## src/rtl/multi_port_reg_file.sv

```systemverilog
// Two-read / two-write register file with optional zero register, optional
// write-to-read bypass and a one-entry-per-cycle clear sequencer.
module multi_port_reg_file #(
  parameter int DATA_W  = 16,
  parameter int ADDR_W  = 3,
  parameter int ZERO_R0 = 0,
  parameter int BYPASS  = 1
) (
  input  logic              clock,
  input  logic              rst,
  input  logic [ADDR_W-1:0] readReg1,
  input  logic [ADDR_W-1:0] readReg2,
  output logic [DATA_W-1:0] readData1,
  output logic [DATA_W-1:0] readData2,
  input  logic              regWrite0,
  input  logic [ADDR_W-1:0] writeReg0,
  input  logic [DATA_W-1:0] writeData0,
  input  logic              regWrite1,
  input  logic [ADDR_W-1:0] writeReg1,
  input  logic [DATA_W-1:0] writeData1,
  input  logic              clrReq,
  output logic              clrBusy,
  output logic              clrDone
);

  localparam int DEPTH = 1 << ADDR_W;

  typedef enum logic [1:0] {
    ST_IDLE  = 2'd0,
    ST_SWEEP = 2'd1,
    ST_DONE  = 2'd2
  } clr_state_e;

  clr_state_e        state_q, state_d;
  logic [ADDR_W-1:0] ptr_q, ptr_d;
  logic [DATA_W-1:0] mem_q [DEPTH];
  logic [DATA_W-1:0] mem_d [DEPTH];

  logic idle_s;
  logic sweep_s;
  logic wr0_ok_s;
  logic wr1_ok_s;
  logic byp0_s;
  logic byp1_s;

  // Read mux: zero register first, then port 1 bypass, port 0 bypass, storage.
  function automatic logic [DATA_W-1:0] read_mux(
    input logic [ADDR_W-1:0] addr,
    input logic [DATA_W-1:0] stored,
    input logic              byp1,
    input logic [ADDR_W-1:0] a1,
    input logic [DATA_W-1:0] d1,
    input logic              byp0,
    input logic [ADDR_W-1:0] a0,
    input logic [DATA_W-1:0] d0
  );
    logic [DATA_W-1:0] r;
    if ((ZERO_R0 != 0) && (addr == {ADDR_W{1'b0}})) begin
      r = {DATA_W{1'b0}};
    end else if (byp1 && (a1 == addr)) begin
      r = d1;
    end else if (byp0 && (a0 == addr)) begin
      r = d0;
    end else begin
      r = stored;
    end
    return r;
  endfunction

  assign idle_s   = (state_q == ST_IDLE);
  assign sweep_s  = (state_q == ST_SWEEP);
  // User writes only land while idle; address 0 is read-only when hard-wired.
  assign wr0_ok_s = idle_s && regWrite0 &&
                    !((ZERO_R0 != 0) && (writeReg0 == {ADDR_W{1'b0}}));
  assign wr1_ok_s = idle_s && regWrite1 &&
                    !((ZERO_R0 != 0) && (writeReg1 == {ADDR_W{1'b0}}));
  assign byp0_s   = (BYPASS != 0) && idle_s && regWrite0;
  assign byp1_s   = (BYPASS != 0) && idle_s && regWrite1;

  // Per-entry next value: sweep clear, else port 1, else port 0, else hold.
  always_comb begin
    for (int i = 0; i < DEPTH; i++) begin
      if (sweep_s && (ptr_q == ADDR_W'(i))) begin
        mem_d[i] = {DATA_W{1'b0}};
      end else if (wr1_ok_s && (writeReg1 == ADDR_W'(i))) begin
        mem_d[i] = writeData1;
      end else if (wr0_ok_s && (writeReg0 == ADDR_W'(i))) begin
        mem_d[i] = writeData0;
      end else begin
        mem_d[i] = mem_q[i];
      end
    end
  end

  // Clear sequencer next-state logic.
  always_comb begin
    state_d = state_q;
    ptr_d   = ptr_q;
    case (state_q)
      ST_IDLE: begin
        if (clrReq) begin
          state_d = ST_SWEEP;
        end else begin
          state_d = ST_IDLE;
        end
      end
      ST_SWEEP: begin
        ptr_d = ptr_q + {{(ADDR_W-1){1'b0}}, 1'b1};
        if (ptr_q == {ADDR_W{1'b1}}) begin
          state_d = ST_DONE;
        end else begin
          state_d = ST_SWEEP;
        end
      end
      ST_DONE: begin
        state_d = ST_IDLE;
      end
      default: begin
        state_d = ST_IDLE;
        ptr_d   = {ADDR_W{1'b0}};
      end
    endcase
  end

  // Sequencer state and pointer registers.
  always_ff @(posedge clock or negedge rst) begin
    if (!rst) begin
      state_q <= ST_IDLE;
      ptr_q   <= {ADDR_W{1'b0}};
    end else begin
      state_q <= state_d;
      ptr_q   <= ptr_d;
    end
  end

  // Storage array.
  always_ff @(posedge clock or negedge rst) begin
    if (!rst) begin
      for (int i = 0; i < DEPTH; i++) begin
        mem_q[i] <= {DATA_W{1'b0}};
      end
    end else begin
      for (int i = 0; i < DEPTH; i++) begin
        mem_q[i] <= mem_d[i];
      end
    end
  end

  // Combinational read ports.
  always_comb begin
    readData1 = read_mux(readReg1, mem_q[readReg1], byp1_s, writeReg1, writeData1,
                         byp0_s, writeReg0, writeData0);
    readData2 = read_mux(readReg2, mem_q[readReg2], byp1_s, writeReg1, writeData1,
                         byp0_s, writeReg0, writeData0);
  end

  assign clrBusy = (state_q == ST_SWEEP);
  assign clrDone = (state_q == ST_DONE);

endmodule

```

## config.mk

```make
export PLATFORM = sky130hd
export DESIGN_NAME = multi_port_reg_file
export DESIGN_NICKNAME = d
export VERILOG_FILES = /design/src/rtl/multi_port_reg_file.sv
export SDC_FILE = /design/constraint.sdc
export NUM_CORES = 1
export LEC_CHECK = 0
export CORE_AREA = 2 2 199 201
export CTS_BUF_LIST = sky130_fd_sc_hd__clkbuf_2
export DETAILED_ROUTE_END_ITERATION = 10
export DIE_AREA = 0 0 201 203
export DONT_BUFFER_PORTS = 1
export HOLD_SLACK_MARGIN = 0.15
export SLEW_MARGIN = 20
export SYNTH_ARGS = -nofsm -noshare
export SYNTH_HDL_FRONTEND = slang
export SYNTH_SLANG_ARGS = --single-unit
```

## constraint.sdc

```tcl
create_clock -name clock -period 5.8 [get_ports clock]
set_input_delay 1.74 -clock clock [delete_from_list [all_inputs] [get_ports clock]]
set_output_delay 1.74 -clock clock [all_outputs]
set_load 0.05 [all_outputs]
```

# ---- Word-level counts from Yosys, hierarchy flattened
# Cells that the tools add are included.
dict set report totals {
  word_cells 123
  regBits 133
  input_bits 49
}
dict set report classes {
  n_eq_ne 27
  n_mux 38
  n_lt_le_gt_ge 2
  n_bitwise 2
  addsub 1
  reduce_logical 43
}
# operator count
set op_table {}
lappend op_table {{16-bit two-way mux} 32}
lappend op_table {{16-bit binary-select mux with 3-bit select} 2}
lappend op_table {{3-bit equality test (second input constant)} 12}
lappend op_table {{1-bit logical AND} 30}
lappend op_table {{3-bit nonzero test} 8}
lappend op_table {{3-bit by 2-bit equality test with 1-bit output (second input constant)} 6}
lappend op_table {{3-bit equality test} 4}
lappend op_table {{3-bit by 1-bit equality test with 1-bit output (second input constant)} 3}
lappend op_table {{3-bit zero test} 3}
lappend op_table {{4-bit greater-or-equal comparator (second input constant)} 2}
lappend op_table {{3-bit NOT with 4-bit output} 2}
lappend op_table {{3-bit case mux with 2 select lines} 1}
lappend op_table {{2-bit case mux with 2 select lines} 1}
lappend op_table {{3-bit by 1-bit adder with 3-bit output (second input constant)} 1}
lappend op_table {{2-bit by 1-bit equality test with 1-bit output (second input constant)} 1}
lappend op_table {{2-bit equality test (second input constant)} 1}
lappend op_table {{2-bit zero test} 1}
lappend op_table {{2-bit two-way mux} 1}
lappend op_table {{2-bit OR reduction} 1}
lappend op_table {{1-bit two-way mux} 1}

# ---- Depth between registers and ports, before layout
dict set report logic_depth {
  ltp_word 6
  ltp_mapped 8
}

# ---- Least setup slack after synthesis
# OpenSTA, ideal clock, no wires.
dict set report synth_path {
  kind {input port to output port}
  from {input readReg2[0]}
  to {output readData2[10]}
  n_path_buf 3
  path_stages 7
  required_time_ns 4.060
  path_slack_ns -0.104
  arrival_ns 4.164
  cell_sequence {buf_2 > buf_4 > xnor2_1 > nand4_1 > buf_2 > mux2i_1 > o21ai_0}
}
dict set report synth_via {
  elab_chain_len 6
  elab_cells_between_ends 10
  classes_between {2 x eq/ne; 5 x mux; 1 x bitwise; 2 x reduce/logical}
}
# item line
set synth_lines {}
lappend synth_lines {{from (decl)} 12} ;# input logic [ADDR_W-1:0] readReg2,
lappend synth_lines {{3-bit NOT with 4-bit output (implied by the code)} 153} ;# readData2 = read_mux(readReg2, mem_q[readReg2], byp1_s, writeReg1, writeData1,
lappend synth_lines {{16-bit binary-select mux with 3-bit select} 153}
lappend synth_lines {{16-bit two-way mux (implied by the code) (2 in a row)} 153}
lappend synth_lines {{16-bit two-way mux} 62} ;# end else if (byp0 && (a0 == addr)) begin
lappend synth_lines {{16-bit two-way mux (*)} 60} ;# end else if (byp1 && (a1 == addr)) begin
lappend synth_lines {{to (decl)} 14} ;# output logic [DATA_W-1:0] readData2,
# Mark *: on every way between the ends. The rest lies on a longest branch, timed or not. The select of a mux whose other input is x is not followed.

# ---- Final worst setup path
dict set report layout_path {
  from {input regWrite1}
  to {output readData2[5]}
}
dict set report layout_via {
  elab_chain_len 3
}
# item line
set layout_lines {}
lappend layout_lines {{from (decl)} 18} ;# input logic regWrite1,
lappend layout_lines {{1-bit logical AND} 78} ;# assign byp1_s = (BYPASS != 0) && idle_s && regWrite1;
lappend layout_lines {{1-bit logical AND} 60}
lappend layout_lines {{16-bit two-way mux} 60}
# No other way between the ends.

==> results by group <==
Placed design
  • Place WS: 0.6638 ns
  • Placed cell area: 10190 um2
  • I/O Buffers: 0
  • Detail Placement HPWL: 19630 um
  • Final Wtd Congestion: 0.8067

Global route
  • First-pass GRT wire length: 48290 um
  • M2 GR Usage: 29.00%
  • Initial antenna violation count: 1
  • Vias in the first global route: 7423
  • Grt met3 use: 3.467%
  • GRT overflow: 0
  • Grt met1 use: 17.78%
  • Total global-route track usage: 16.07%
  • Busiest layer in global routing: met2
  • Largest net degree at the start of global routing: 134

Layout
  • Nets: 912
  • Area added between synthesis and finish: 8.419%
  • Fill cells: 4007
  • Share of cells above drive strength 1: 22.24%
  • Post-route cell area: 10380 um2
  • Commonest non-fill, non-tap cell in the layout: mux2i_1
  • Most frequent cells in the layout: 225 x mux2i_1, 133 x dfrtp_1, 128 x a21oi_1

Logic synthesis
  • Fraction of registers with async set or reset after synthesis: 100.0%
  • Avg Cell Area, Syn: 10.75 um2
  • Post-synth EDFFs: 0
  • Syn nets: 945
  • Synthesis Warnings: 0
  • Ys flop type: dfrtp_1
  • Mapped cell area: 9570 um2
  • Post-synthesis sequential area ratio: 34.78%
  • Register bit total from synthesis: 133
  • Synthesized instance count: 890
  • Library cells used by synthesis: 38

STA
  • Peak Freq: 194.5 MHz
  • Final hold vios: 0
  • Post-route clock period utilization: 88.66%
  • Number of setup violations in the final report: 0
  • Slew HR: 19.78%
  • Setup Skew: 0.02331 ns
  • Unrepaired setup endpoints after global routing: no
  • Setup ws final: 0.6577 ns
  • Least-Margin Pin Slew: 1.200 ns
  • Setup TNS Final: 0 ns
  • Min cycle time layout: 5.142 ns
  • Final slew viol count: 0

Clock tree
  • Clock buffer count from CTS: 17
  • Largest buffer count on any clock path: 2
  • Reg clk slew, reported paths: 0.20 ns
  • Worst-Skew Late Latency: 0.75 ns
  • Post CTS Setup Buffer Count: 0
  • Clock tree sinks: 133
  • CTS tree: done
  • # resized after CTS: 0
  • Root buffer cell: clkbuf_2
  • H-Tree Depth: 4
  • # hold bufs at CTS: 0

Flow run
  • Number of max-cap violations: 0

Route
  • Vias per cell: 5.315
  • Vias: 7372
  • Final WL: 33060 um
  • Initial DRT Pass Iterations: 5
  • WL/cell: 23.84 um
  • DR iter-0 viols: 499
  • Post-route ant nets: 0
  • # DRC: 0

Critical path
  • Worst Setup Start Kind: input pin
  • Critical Path AT: 3.40 ns
  • CP Max Fanout: 23
  • WP data required: 4.06 ns
  • Critical path class: in2out
  • CP endpoint kind: output port

Outcome
  • Status: finished clean

Die
  • Area of the core: 38470 um2
  • Row count: 72
  • Top Ports: 83
  • Die X: 201 um
  • Die Footprint: 40800 um2
  • Initial Utilization: 24.88%
  • Die outline height: 203 um

Power and ir drop
  • Leak: 0.004425 uW
  • Worst vdd ir: 185.4 uV
  • Power density over the cells: 418.4 nW/um2

Worst hold path
  • Hold crit path type: reg2reg
## Yosys cell counts (2+ instances only)
cell type | instances | share of area, %
mux2i_1 | 225 | 24
dfrtp_1 | 133 | 35
a21oi_1 | 128 | 6.7
nand2_1 | 105 | 4.1
clkbuf_1 | 65 | 2.5
mux4_2 | 64 | 15
o21ai_0 | 33 | 1.7
mux2_2 | 32 | 3.8
buf_2 | 21 | 1.1
buf_1 | 8 | 0.31
buf_4 | 8 | 0.63
ha_1 | 6 | 0.78
xnor2_1 | 6 | 0.55
xor2_1 | 6 | 0.55
inv_1 | 5 | 0.20
nand2b_1 | 5 | 0.33
o22ai_1 | 5 | 0.33
nand3_1 | 4 | 0.21
nor2_2 | 4 | 0.26
nor3b_1 | 3 | 0.24
buf_6 | 2 | 0.24
nand4_1 | 2 | 0.13
nor3_4 | 2 | 0.34
nor4_1 | 2 | 0.13
o21bai_1 | 2 | 0.16
or3b_1 | 2 | 0.18
## critical path: stages
cell and delay, ns:
or3b_1 0.38, nor4_2 0.33, buf_4 0.34, nand2_1 0.10, o21ai_1 0.22, buf_4 0.27
## metrics by stage
stage,std cells,hold slack (ns),total power (uW),utilization [%]
final,1387,0.5551,4342,26.97
after floorplan,890,0.5084,3257,-
after global placement,1356,0.5205,3772,26.50
after global routing,1387,0.5790,4593,26.97
after CTS,1386,0.5542,4350,26.97
after detailed placement,1356,0.5320,3847,26.50
## registers in the layout, indices dropped and copies added (netlist names)
| signal | flops |
|---|---|
| mem_q | 128 |
| state_q | 2 |
| ptr_q | 3 |
## logic make-up after synthesis
logic type | share of synthesized area (%)
xor+xnor | 1.098
simple gates | 6.498
flops | 34.78
buf+inv | 5.269
fa+ha+maj | 0.7844
mux | 42.36
compound gates | 9.217
## per-layer routing
metal,vias to the layer above,share of wire [%],wire [um]
met5,-,0,0
met4,0,4.3,1426
met3,98,5.9,1955
met2,290,52,17250
met1,3792,38,12430
li1,3192,-,-
## final timing paths
check                                      start                     to  slack, ns  cells after the start
setup reg to reg            state_q[0]$_DFF_PN0_  mem_q[49]$_DFFE_PN0P_       3.15                      6
hold reg to reg            mem_q[34]$_DFFE_PN0P_  mem_q[34]$_DFFE_PN0P_       0.56                      2
setup / recovery                       regWrite1           readData2[5]       0.66                      6
min in group asynchronous                    rst  mem_q[16]$_DFFE_PN0P_       0.67                      0
hold / removal             mem_q[34]$_DFFE_PN0P_  mem_q[34]$_DFFE_PN0P_       0.56                      2
max in group asynchronous                    rst  mem_q[49]$_DFFE_PN0P_       4.79                      0
## final cells by class
type,instances,area (um2),share of cell area [%]
inverters,6,22.52,0.2171
well taps,518,648.1,6.246
multi-input cells,646,5796,55.85
clock buffers,18,90.09,0.8682
repair buffers,53,397.9,3.835
clock inverters,12,91.34,0.8803
diodes,1,2.502,0.02412
flip-flops and latches,133,3328,32.08
## power breakdown
group          leakage [uW]  switching [uW]  internal (uW)
logic               0.00254            1230            924
clock network      0.000122             360            144
registers           0.00176             334           1350
(Power assumes the default switching activity.)
